==> src/rtl/ex_mem_pipe_pkg.sv <==
// Shared widths, load-type codes and FSM encoding for the dual-lane EX->MEM stage.
package ex_mem_pipe_pkg;
    localparam int DATA_WIDTH    = 32;
    localparam int RF_ADDR_WIDTH = 5;
    localparam int LDTYPE_WIDTH  = 3;
    localparam int NUM_LANES     = 2;

    localparam logic [LDTYPE_WIDTH-1:0] LD_W  = 3'd0;
    localparam logic [LDTYPE_WIDTH-1:0] LD_H  = 3'd1;
    localparam logic [LDTYPE_WIDTH-1:0] LD_HU = 3'd2;
    localparam logic [LDTYPE_WIDTH-1:0] LD_B  = 3'd3;
    localparam logic [LDTYPE_WIDTH-1:0] LD_BU = 3'd4;

    typedef enum logic {
        EXMEM_RUN  = 1'b0,
        EXMEM_WAIT = 1'b1
    } exmem_state_e;
endpackage

==> src/rtl/ex_mem_pipe_if.sv <==
// Two-lane D-cache request/response bundle; master = pipeline stage, slave = cache.
interface ex_mem_pipe_if;
    import ex_mem_pipe_pkg::*;

    logic [NUM_LANES-1:0]                 req;
    logic [NUM_LANES-1:0]                 we;
    logic [NUM_LANES-1:0][DATA_WIDTH-1:0] addr;
    logic [NUM_LANES-1:0][DATA_WIDTH-1:0] wdata;
    logic [NUM_LANES-1:0]                 ack;
    logic [NUM_LANES-1:0][DATA_WIDTH-1:0] rdata;

    modport master (output req, we, addr, wdata, input ack, rdata);
    modport slave  (input req, we, addr, wdata, output ack, rdata);
endinterface

==> src/rtl/ex_mem_pipe_lane.sv <==
// One lane of the EX->MEM register: slot state, early-ack capture, D-cache request and
// forwarding load-data generation.
module ex_mem_pipe_lane
    import ex_mem_pipe_pkg::*;
(
    input  logic                     clk,
    input  logic                     rst,
    input  logic                     advance_i,
    input  logic                     flush_i,
    input  logic                     ex_valid_i,
    input  logic [RF_ADDR_WIDTH-1:0] ex_rdaddr_i,
    input  logic                     ex_rdwrten_i,
    input  logic                     ex_ld_i,
    input  logic                     ex_st_i,
    input  logic [LDTYPE_WIDTH-1:0]  ex_ldtype_i,
    input  logic [DATA_WIDTH-1:0]    ex_alu_i,
    input  logic [DATA_WIDTH-1:0]    ex_stdata_i,
    input  logic                     dc_ack_i,
    input  logic [DATA_WIDTH-1:0]    dc_rdata_i,
    output logic                     dc_req_o,
    output logic                     dc_we_o,
    output logic [DATA_WIDTH-1:0]    dc_addr_o,
    output logic [DATA_WIDTH-1:0]    dc_wdata_o,
    output logic                     exmem_valid_o,
    output logic [RF_ADDR_WIDTH-1:0] exmem_rdaddr_o,
    output logic                     exmem_rdwrten_o,
    output logic [LDTYPE_WIDTH-1:0]  exmem_ldtype_o,
    output logic [DATA_WIDTH-1:0]    exmem_alu_o,
    output logic                     mem_lden_o,
    output logic [DATA_WIDTH-1:0]    mem_rdata_o,
    output logic                     pending_o
);
    logic                     valid_q;
    logic [RF_ADDR_WIDTH-1:0] rdaddr_q;
    logic                     rdwrten_q;
    logic                     ld_q;
    logic                     st_q;
    logic [LDTYPE_WIDTH-1:0]  ldtype_q;
    logic [DATA_WIDTH-1:0]    alu_q;
    logic [DATA_WIDTH-1:0]    stdata_q;
    logic                     done_q;
    logic [DATA_WIDTH-1:0]    hold_q;

    always_ff @(posedge clk) begin
        if (rst) begin
            valid_q   <= 1'b0;
            rdaddr_q  <= '0;
            rdwrten_q <= 1'b0;
            ld_q      <= 1'b0;
            st_q      <= 1'b0;
            ldtype_q  <= '0;
            alu_q     <= '0;
            stdata_q  <= '0;
            done_q    <= 1'b0;
            hold_q    <= '0;
        end else if (advance_i) begin
            valid_q   <= ex_valid_i & ~flush_i;
            rdaddr_q  <= ex_rdaddr_i;
            rdwrten_q <= ex_rdwrten_i;
            ld_q      <= ex_ld_i;
            st_q      <= ex_st_i;
            ldtype_q  <= ex_ldtype_i;
            alu_q     <= ex_alu_i;
            stdata_q  <= ex_stdata_i;
            done_q    <= 1'b0;
        end else if (pending_o && dc_ack_i) begin
            // Early finisher parks its response until the other lane catches up.
            done_q <= 1'b1;
            hold_q <= dc_rdata_i;
        end
    end

    assign pending_o       = valid_q & (ld_q | st_q) & ~done_q;
    assign dc_req_o        = pending_o;
    assign dc_we_o         = st_q;
    assign dc_addr_o       = alu_q;
    assign dc_wdata_o      = stdata_q;
    assign exmem_valid_o   = valid_q;
    assign exmem_rdaddr_o  = rdaddr_q;
    assign exmem_rdwrten_o = rdwrten_q;
    assign exmem_ldtype_o  = ldtype_q;
    assign exmem_alu_o     = alu_q;
    assign mem_lden_o      = valid_q & ld_q & (done_q | dc_ack_i);
    assign mem_rdata_o     = done_q ? hold_q : dc_rdata_i;
endmodule

==> src/rtl/ex_mem_pipe.sv <==
// Dual-lane EX->MEM pipeline register with D-cache handshake and whole-pipe stall.
// Optional stall-cycle counter enabled by defining EXMEM_PERF_CNT_EN.
module ex_mem_pipe
    import ex_mem_pipe_pkg::*;
(
    input  logic                                      clk,
    input  logic                                      rst,
    input  logic                                      flush_i,
    input  logic [NUM_LANES-1:0]                      ex_valid_i,
    input  logic [NUM_LANES-1:0][RF_ADDR_WIDTH-1:0]   ex_rdaddr_i,
    input  logic [NUM_LANES-1:0]                      ex_rdwrten_i,
    input  logic [NUM_LANES-1:0]                      ex_ld_i,
    input  logic [NUM_LANES-1:0]                      ex_st_i,
    input  logic [NUM_LANES-1:0][LDTYPE_WIDTH-1:0]    ex_ldtype_i,
    input  logic [NUM_LANES-1:0][DATA_WIDTH-1:0]      ex_alu_i,
    input  logic [NUM_LANES-1:0][DATA_WIDTH-1:0]      ex_stdata_i,
    ex_mem_pipe_if.master                             dc,
    output logic [NUM_LANES-1:0]                      exmem_valid_o,
    output logic [NUM_LANES-1:0][RF_ADDR_WIDTH-1:0]   exmem_rdaddr_o,
    output logic [NUM_LANES-1:0]                      exmem_rdwrten_o,
    output logic [NUM_LANES-1:0][LDTYPE_WIDTH-1:0]    exmem_ldtype_o,
    output logic [NUM_LANES-1:0][DATA_WIDTH-1:0]      exmem_alu_o,
    output logic [NUM_LANES-1:0]                      mem_lden_o,
    output logic [NUM_LANES-1:0][DATA_WIDTH-1:0]      mem_rdata_o,
    output logic                                      pipe_stall_o,
    output exmem_state_e                              fsm_state_o
`ifdef EXMEM_PERF_CNT_EN
    ,
    output logic [31:0]                               perf_stall_cnt_o
`endif
);
    logic [NUM_LANES-1:0]                 pending;
    logic [NUM_LANES-1:0]                 dc_req;
    logic [NUM_LANES-1:0]                 dc_we;
    logic [NUM_LANES-1:0][DATA_WIDTH-1:0] dc_addr;
    logic [NUM_LANES-1:0][DATA_WIDTH-1:0] dc_wdata;
    logic                                 advance;
    exmem_state_e                         state_q, state_d;

    genvar gi;
    generate
        for (gi = 0; gi < NUM_LANES; gi++) begin : g_lane
            ex_mem_pipe_lane u_lane (
                .clk             (clk),
                .rst             (rst),
                .advance_i       (advance),
                .flush_i         (flush_i),
                .ex_valid_i      (ex_valid_i[gi]),
                .ex_rdaddr_i     (ex_rdaddr_i[gi]),
                .ex_rdwrten_i    (ex_rdwrten_i[gi]),
                .ex_ld_i         (ex_ld_i[gi]),
                .ex_st_i         (ex_st_i[gi]),
                .ex_ldtype_i     (ex_ldtype_i[gi]),
                .ex_alu_i        (ex_alu_i[gi]),
                .ex_stdata_i     (ex_stdata_i[gi]),
                .dc_ack_i        (dc.ack[gi]),
                .dc_rdata_i      (dc.rdata[gi]),
                .dc_req_o        (dc_req[gi]),
                .dc_we_o         (dc_we[gi]),
                .dc_addr_o       (dc_addr[gi]),
                .dc_wdata_o      (dc_wdata[gi]),
                .exmem_valid_o   (exmem_valid_o[gi]),
                .exmem_rdaddr_o  (exmem_rdaddr_o[gi]),
                .exmem_rdwrten_o (exmem_rdwrten_o[gi]),
                .exmem_ldtype_o  (exmem_ldtype_o[gi]),
                .exmem_alu_o     (exmem_alu_o[gi]),
                .mem_lden_o      (mem_lden_o[gi]),
                .mem_rdata_o     (mem_rdata_o[gi]),
                .pending_o       (pending[gi])
            );
        end
    endgenerate

    assign dc.req   = dc_req;
    assign dc.we    = dc_we;
    assign dc.addr  = dc_addr;
    assign dc.wdata = dc_wdata;

    // Stall is combinational from ack so a first-cycle ack costs no bubble.
    assign pipe_stall_o = |(pending & ~dc.ack);
    assign advance      = ~pipe_stall_o;
    assign fsm_state_o  = state_q;

    always_ff @(posedge clk) begin
        if (rst) state_q <= EXMEM_RUN;
        else     state_q <= state_d;
    end

    always_comb begin
        state_d = state_q;
        case (state_q)
            EXMEM_RUN:  if (pipe_stall_o)  state_d = EXMEM_WAIT;
            EXMEM_WAIT: if (!pipe_stall_o) state_d = EXMEM_RUN;
            default:                       state_d = EXMEM_RUN;
        endcase
    end

`ifdef EXMEM_PERF_CNT_EN
    logic [31:0] perf_cnt_q;

    always_ff @(posedge clk) begin
        if (rst)               perf_cnt_q <= '0;
        else if (pipe_stall_o) perf_cnt_q <= perf_cnt_q + 32'd1;
    end

    assign perf_stall_cnt_o = perf_cnt_q;
`endif
endmodule

==> src/flat_wrapper.sv <==
// flat-port wrapper written by rule: the top's interface ports become plain ports
module ex_mem_pipe_flat import ex_mem_pipe_pkg::*;
  (clk, rst, flush_i, ex_valid_i, ex_rdaddr_i, ex_rdwrten_i, ex_ld_i, ex_st_i, ex_ldtype_i, ex_alu_i, ex_stdata_i, exmem_valid_o, exmem_rdaddr_o, exmem_rdwrten_o, exmem_ldtype_o, exmem_alu_o, mem_lden_o, mem_rdata_o, pipe_stall_o, fsm_state_o, dc_req, dc_we, dc_addr, dc_wdata, dc_ack, dc_rdata);
  ex_mem_pipe_if dc_i ();
  input  logic clk;
  input  logic rst;
  input  logic flush_i;
  input  logic [NUM_LANES-1:0] ex_valid_i;
  input  logic [NUM_LANES-1:0][RF_ADDR_WIDTH-1:0] ex_rdaddr_i;
  input  logic [NUM_LANES-1:0] ex_rdwrten_i;
  input  logic [NUM_LANES-1:0] ex_ld_i;
  input  logic [NUM_LANES-1:0] ex_st_i;
  input  logic [NUM_LANES-1:0][LDTYPE_WIDTH-1:0] ex_ldtype_i;
  input  logic [NUM_LANES-1:0][DATA_WIDTH-1:0] ex_alu_i;
  input  logic [NUM_LANES-1:0][DATA_WIDTH-1:0] ex_stdata_i;
  output logic [NUM_LANES-1:0] exmem_valid_o;
  output logic [NUM_LANES-1:0][RF_ADDR_WIDTH-1:0] exmem_rdaddr_o;
  output logic [NUM_LANES-1:0] exmem_rdwrten_o;
  output logic [NUM_LANES-1:0][LDTYPE_WIDTH-1:0] exmem_ldtype_o;
  output logic [NUM_LANES-1:0][DATA_WIDTH-1:0] exmem_alu_o;
  output logic [NUM_LANES-1:0] mem_lden_o;
  output logic [NUM_LANES-1:0][DATA_WIDTH-1:0] mem_rdata_o;
  output logic pipe_stall_o;
  output exmem_state_e fsm_state_o;
  output wire logic [$bits(dc_i.req)-1:0] dc_req;
  output wire logic [$bits(dc_i.we)-1:0] dc_we;
  output wire logic [$bits(dc_i.addr)-1:0] dc_addr;
  output wire logic [$bits(dc_i.wdata)-1:0] dc_wdata;
  input wire logic [$bits(dc_i.ack)-1:0] dc_ack;
  input wire logic [$bits(dc_i.rdata)-1:0] dc_rdata;
  assign dc_req = dc_i.req;
  assign dc_we = dc_i.we;
  assign dc_addr = dc_i.addr;
  assign dc_wdata = dc_i.wdata;
  assign dc_i.ack = dc_ack;
  assign dc_i.rdata = dc_rdata;
  ex_mem_pipe u_core (.clk(clk), .rst(rst), .flush_i(flush_i), .ex_valid_i(ex_valid_i), .ex_rdaddr_i(ex_rdaddr_i), .ex_rdwrten_i(ex_rdwrten_i), .ex_ld_i(ex_ld_i), .ex_st_i(ex_st_i), .ex_ldtype_i(ex_ldtype_i), .ex_alu_i(ex_alu_i), .ex_stdata_i(ex_stdata_i), .dc(dc_i), .exmem_valid_o(exmem_valid_o), .exmem_rdaddr_o(exmem_rdaddr_o), .exmem_rdwrten_o(exmem_rdwrten_o), .exmem_ldtype_o(exmem_ldtype_o), .exmem_alu_o(exmem_alu_o), .mem_lden_o(mem_lden_o), .mem_rdata_o(mem_rdata_o), .pipe_stall_o(pipe_stall_o), .fsm_state_o(fsm_state_o));
endmodule
==> config.mk <==
export PLATFORM = sky130hd
export DESIGN_NAME = ex_mem_pipe_flat
export DESIGN_NICKNAME = d
export VERILOG_FILES = /design/src/rtl/ex_mem_pipe_pkg.sv /design/src/rtl/ex_mem_pipe_if.sv /design/src/rtl/ex_mem_pipe_lane.sv /design/src/rtl/ex_mem_pipe.sv /design/src/flat_wrapper.sv
export SDC_FILE = /design/constraint.sdc
export NUM_CORES = 1
export LEC_CHECK = 0
export CORE_AREA = 2 2 195 197
export CTS_BUF_LIST = sky130_fd_sc_hd__clkbuf_8 sky130_fd_sc_hd__clkbuf_16
export DETAILED_ROUTE_END_ITERATION = 16
export DIE_AREA = 0 0 197 199
export RECOVER_POWER = 50
export SYNTH_ARGS = -nofsm -noshare
export SYNTH_HDL_FRONTEND = slang
export SYNTH_HIERARCHICAL = 1
export SYNTH_SLANG_ARGS = --single-unit
==> constraint.sdc <==
create_clock -name clk -period 3 [get_ports clk]
set_clock_uncertainty 0.1 [all_clocks]
set_input_delay 0.3 -clock clk [delete_from_list [all_inputs] [get_ports clk]]
set_output_delay 0.3 -clock clk [all_outputs]
set_load 0.01 [all_outputs]
==> summary.md <==
| Metric | Value |
|---|---|
| Area leader, netlist | `dfxtp_1` |
| Vias post-DR | `approximately 7800` |
| TNS Setup | `0 ps` |
| Die Span X | `197 µm` |
| Arrival time worst endpoint | `roughly 2300 ps` |
| DRT Pass-1 Iters | `4` |
| Grt total ovfl | `0` |
| Area of placed instances | `~15000 µm²` |
| Dpl hpwl | `22500 µm` |
| Pin count of the biggest net entering global routing | `96` |
| Setup bufs post-CTS | `0` |
| Hold Path Class | `input pin to flip-flop` |
| Die area | `39200 µm²` |
| Slowest cell on crit path | `clkdlybuf4s50_1` |
| Final hold vios | `0` |
| Area growth, synth to finish | `59.2%` |
| Syn Area/Cell | `~10 µm²` |
| CP cell instances | `nor2_1 > nor3b_1 > nand2b_1 > nand2_1 > clkdlybuf4s50_1` |
| Mapped Cells | `930` |
| Routing usage on met2 | `0.249` |
| Most common cell in the netlist | `dfxtp_1` |
| I/O Pins | `slightly above 500` |
| Initial antenna violation count | `0` |
| GPL Wtd Cong | `roughly 0.75` |
| Row count | `71` |
| Synth Area in Compound Gates | `0.00493` |
| Drt drc | `0` |
| FFs w/ async S/R, synth | `0` |
| Syn Nets | `about 1200` |
| Crit start category | `flip-flop` |
| Avg WL per Cell | `16.8 µm` |
| Worst path max stage delay | `600 ps` |
| Endpoint class of the critical path | `output port` |
| Vias/cell | `around 4.3` |
| Post-synthesis sequential area ratio | `0.454` |
| RSZ-0062 raised after global routing | `no` |
| Fmax | `0.365 GHz` |
| Post-synthesis adder-cell area fraction | `0` |
| Max-cap violations | `0` |
| Yosys warning count | `6` |
| Status | `finished clean` |
| Commonest cells post-synth | `dfxtp_1, mux2i_1, nor2_1, nand2b_1, buf_4` |
| Post-route cell area | `~15000 µm²` |
| Final slew viol count | `0` |
| Gr busiest metal | `met2` |
| Vias in the first global route | `between 7000 and 8000` |
| Die Span Y | `between 150 and 200 µm` |
| N_diodes | `0` |
| Simple-Gate Fraction of Synth Area | `0.159` |
| Maximum VDD drop | `roughly 0.38 mV` |
| Bufs on Longest Clock Path | `3` |
| Leakage | `7.08 nW` |
| Synth cell types | `22` |
| #FFs+latches synth | `~220` |
| Area contributors post-synth | `dfxtp_1, mux2i_1, nand2b_1` |
| Synthesized cell area | `just under 10000 µm²` |
| Worst slew margin | `0.289` |
| Synth top area share | `0.454` |
| Final setup violation count | `0` |
| Hold WS | `about 110 ps` |
| CP max FO | `4` |
| Core Area | `between 30000 and 40000 µm²` |
| Number of I/O port buffers | `approximately 500` |
| DRT Wirelength | `~30000 µm` |
| Met3 usage | `0.0553` |
| Main combinational cell family by area after synthesis | `multiplexers` |
| Synth Area in XOR/XNOR | `0` |
| Layout cells sized above 1 | `0.0793` |
| Aggregate global-route resource usage | `0.146` |
| Met1 Usage GRT | `0.174` |
| Dominant synthesized flop cell | `dfxtp_1` |
| PwrDens | `about 470 nW/µm²` |
| Cts repair resizes | `0` |
| Proportion of synthesized area in mux cells | `0.297` |
| Final critical path time including I/O delays and setup | `roughly 2700 ps` |
| Req. time, crit path | `between 2000 and 3000 ps` |
| Hold_buf cts | `0` |
| Clock tree from TritonCTS | `yes` |
| Worst-Margin Slew | `between 1000 and 1500 ps` |
| Root buffer cell | `clkbuf_16` |
| Number of flops mapped to enable cells by yosys | `0` |
| Initial core utilization | `0.260` |
| Worst-skew pair later-pin latency | `520 ps` |
| Kind of critical path | `flip-flop to output port` |
| ANT nets after route | `0` |
| First-pass GRT wire length | `~45000 µm` |
| Nets | `around 1600` |
| Number of H-tree levels | `1` |
| Final Core Density | `0.414` |
| Initial DRC count | `around 250` |
| TritonCTS buffer count | `25` |
| Worst-path clk slew | `about 60 ps` |
| Crit share post-route | `0.913` |
| Total clock sinks | `between 200 and 250` |
layout by cell type, fill, tap and decap left out, types with 2 or more instances in the layout:
cell type	instances
inv_1	7
nor3b_1	2
dlygate4sd3_1	217
mux2i_1	214
a21oi_1	3
nand3b_1	2
nor3_1	2
nor4b_4	2
nand2b_4	2
buf_12	3
a31oi_1	2
clkdlybuf4s50_1	286
o211a_1	2
clkinv_2	5
mux2_2	54
clkbuf_16	25
buf_6	3
or2_0	2
nand2b_1	132
mux2_1	10
dfxtp_1	219
nor2_1	152
clkbuf_8	6
buf_4	7
metal layers:
layer  up-vias  wire (µm)
li1       3854          -
met1      3603      12700
met2       321      14700
met3        36       2980
met4         0        427
met5         -          0
state kept, by name, indices dropped and copies added, names as in the netlist:
signal                                count
u_core/g_lane.u_lane/dc_we_o              2
u_core/g_lane.u_lane/exmem_rdaddr_o      10
u_core/g_lane.u_lane/done_q               2
u_core/g_lane.u_lane/exmem_rdwrten_o      2
u_core/g_lane.u_lane/dc_addr_o           64
u_core/g_lane.u_lane/exmem_valid_o        2
u_core/g_lane.u_lane/hold_q              64
u_core/g_lane.u_lane/ld_q                 2
u_core/g_lane.u_lane/exmem_ldtype_o       6
u_core/g_lane.u_lane/dc_wdata_o          64
u_core/fsm_state_o                        1
power breakdown:
| part | switching [W] | total [W] | internal, W |
|---|---|---|---|
| clock | 0.00121 | 0.00286 | 0.00165 |
| sequential | 0.0000841 | 0.00312 | 0.00304 |
| combinational | 0.000458 | 0.00119 | 0.000727 |
critical path, delay by kind of cell (launching register included):
| kind | cells | cell delay, ps |
|---|---|---|
| and+or+nand+nor | 4 | 810 |
| buffers and inverters | 1 | 600 |
| DFF | 1 | 400 |
final timing paths:
path,start,end,slack [ps],depth (start not counted)
worst max-delay path,u_core/g_lane[0].u_lane/dc_we_o,pipe_stall_o,260,5
worst min-delay path,rst,u_core/g_lane[1].u_lane/ld_q,110,2
worst max register to register,u_core/g_lane[0].u_lane/dc_we_o,u_core/g_lane[0].u_lane/dc_addr_o[28],360,7
worst min register to register,u_core/g_lane[0].u_lane/hold_q[17],u_core/g_lane[0].u_lane/hold_q[17],370,2
cell type report:
| cell class | count | area (µm²) |
|---|---|---|
| well taps | 474 | 593 |
| repair buffers | 517 | 5180 |
| flip-flops and latches | 219 | 4380 |
| clock inverters | 12 | 51.3 |
| multi-input cells | 583 | 4450 |
| clock buffers | 31 | 708 |
| fillers | 3607 | 21800 |
metrics by stage:
stage               setup WS (ps)  instances  power (W)
floorplan                     354        930    0.00368
global placement              442       1793    0.00444
detailed placement            421       1793    0.00445
CTS                           166       1836    0.00738
global route                  118       1836    0.00752
finish                        260       1836    0.00716
logic make-up (layout without fill, tap and decap cells):
family          count (synthesis)  in the layout
buf+inv                       128            560
compound gates                  7              7
simple gates                  298            298
mux                           278            278
flops                         219            219
No activity file was read; power rests on OpenSTA's default activity.
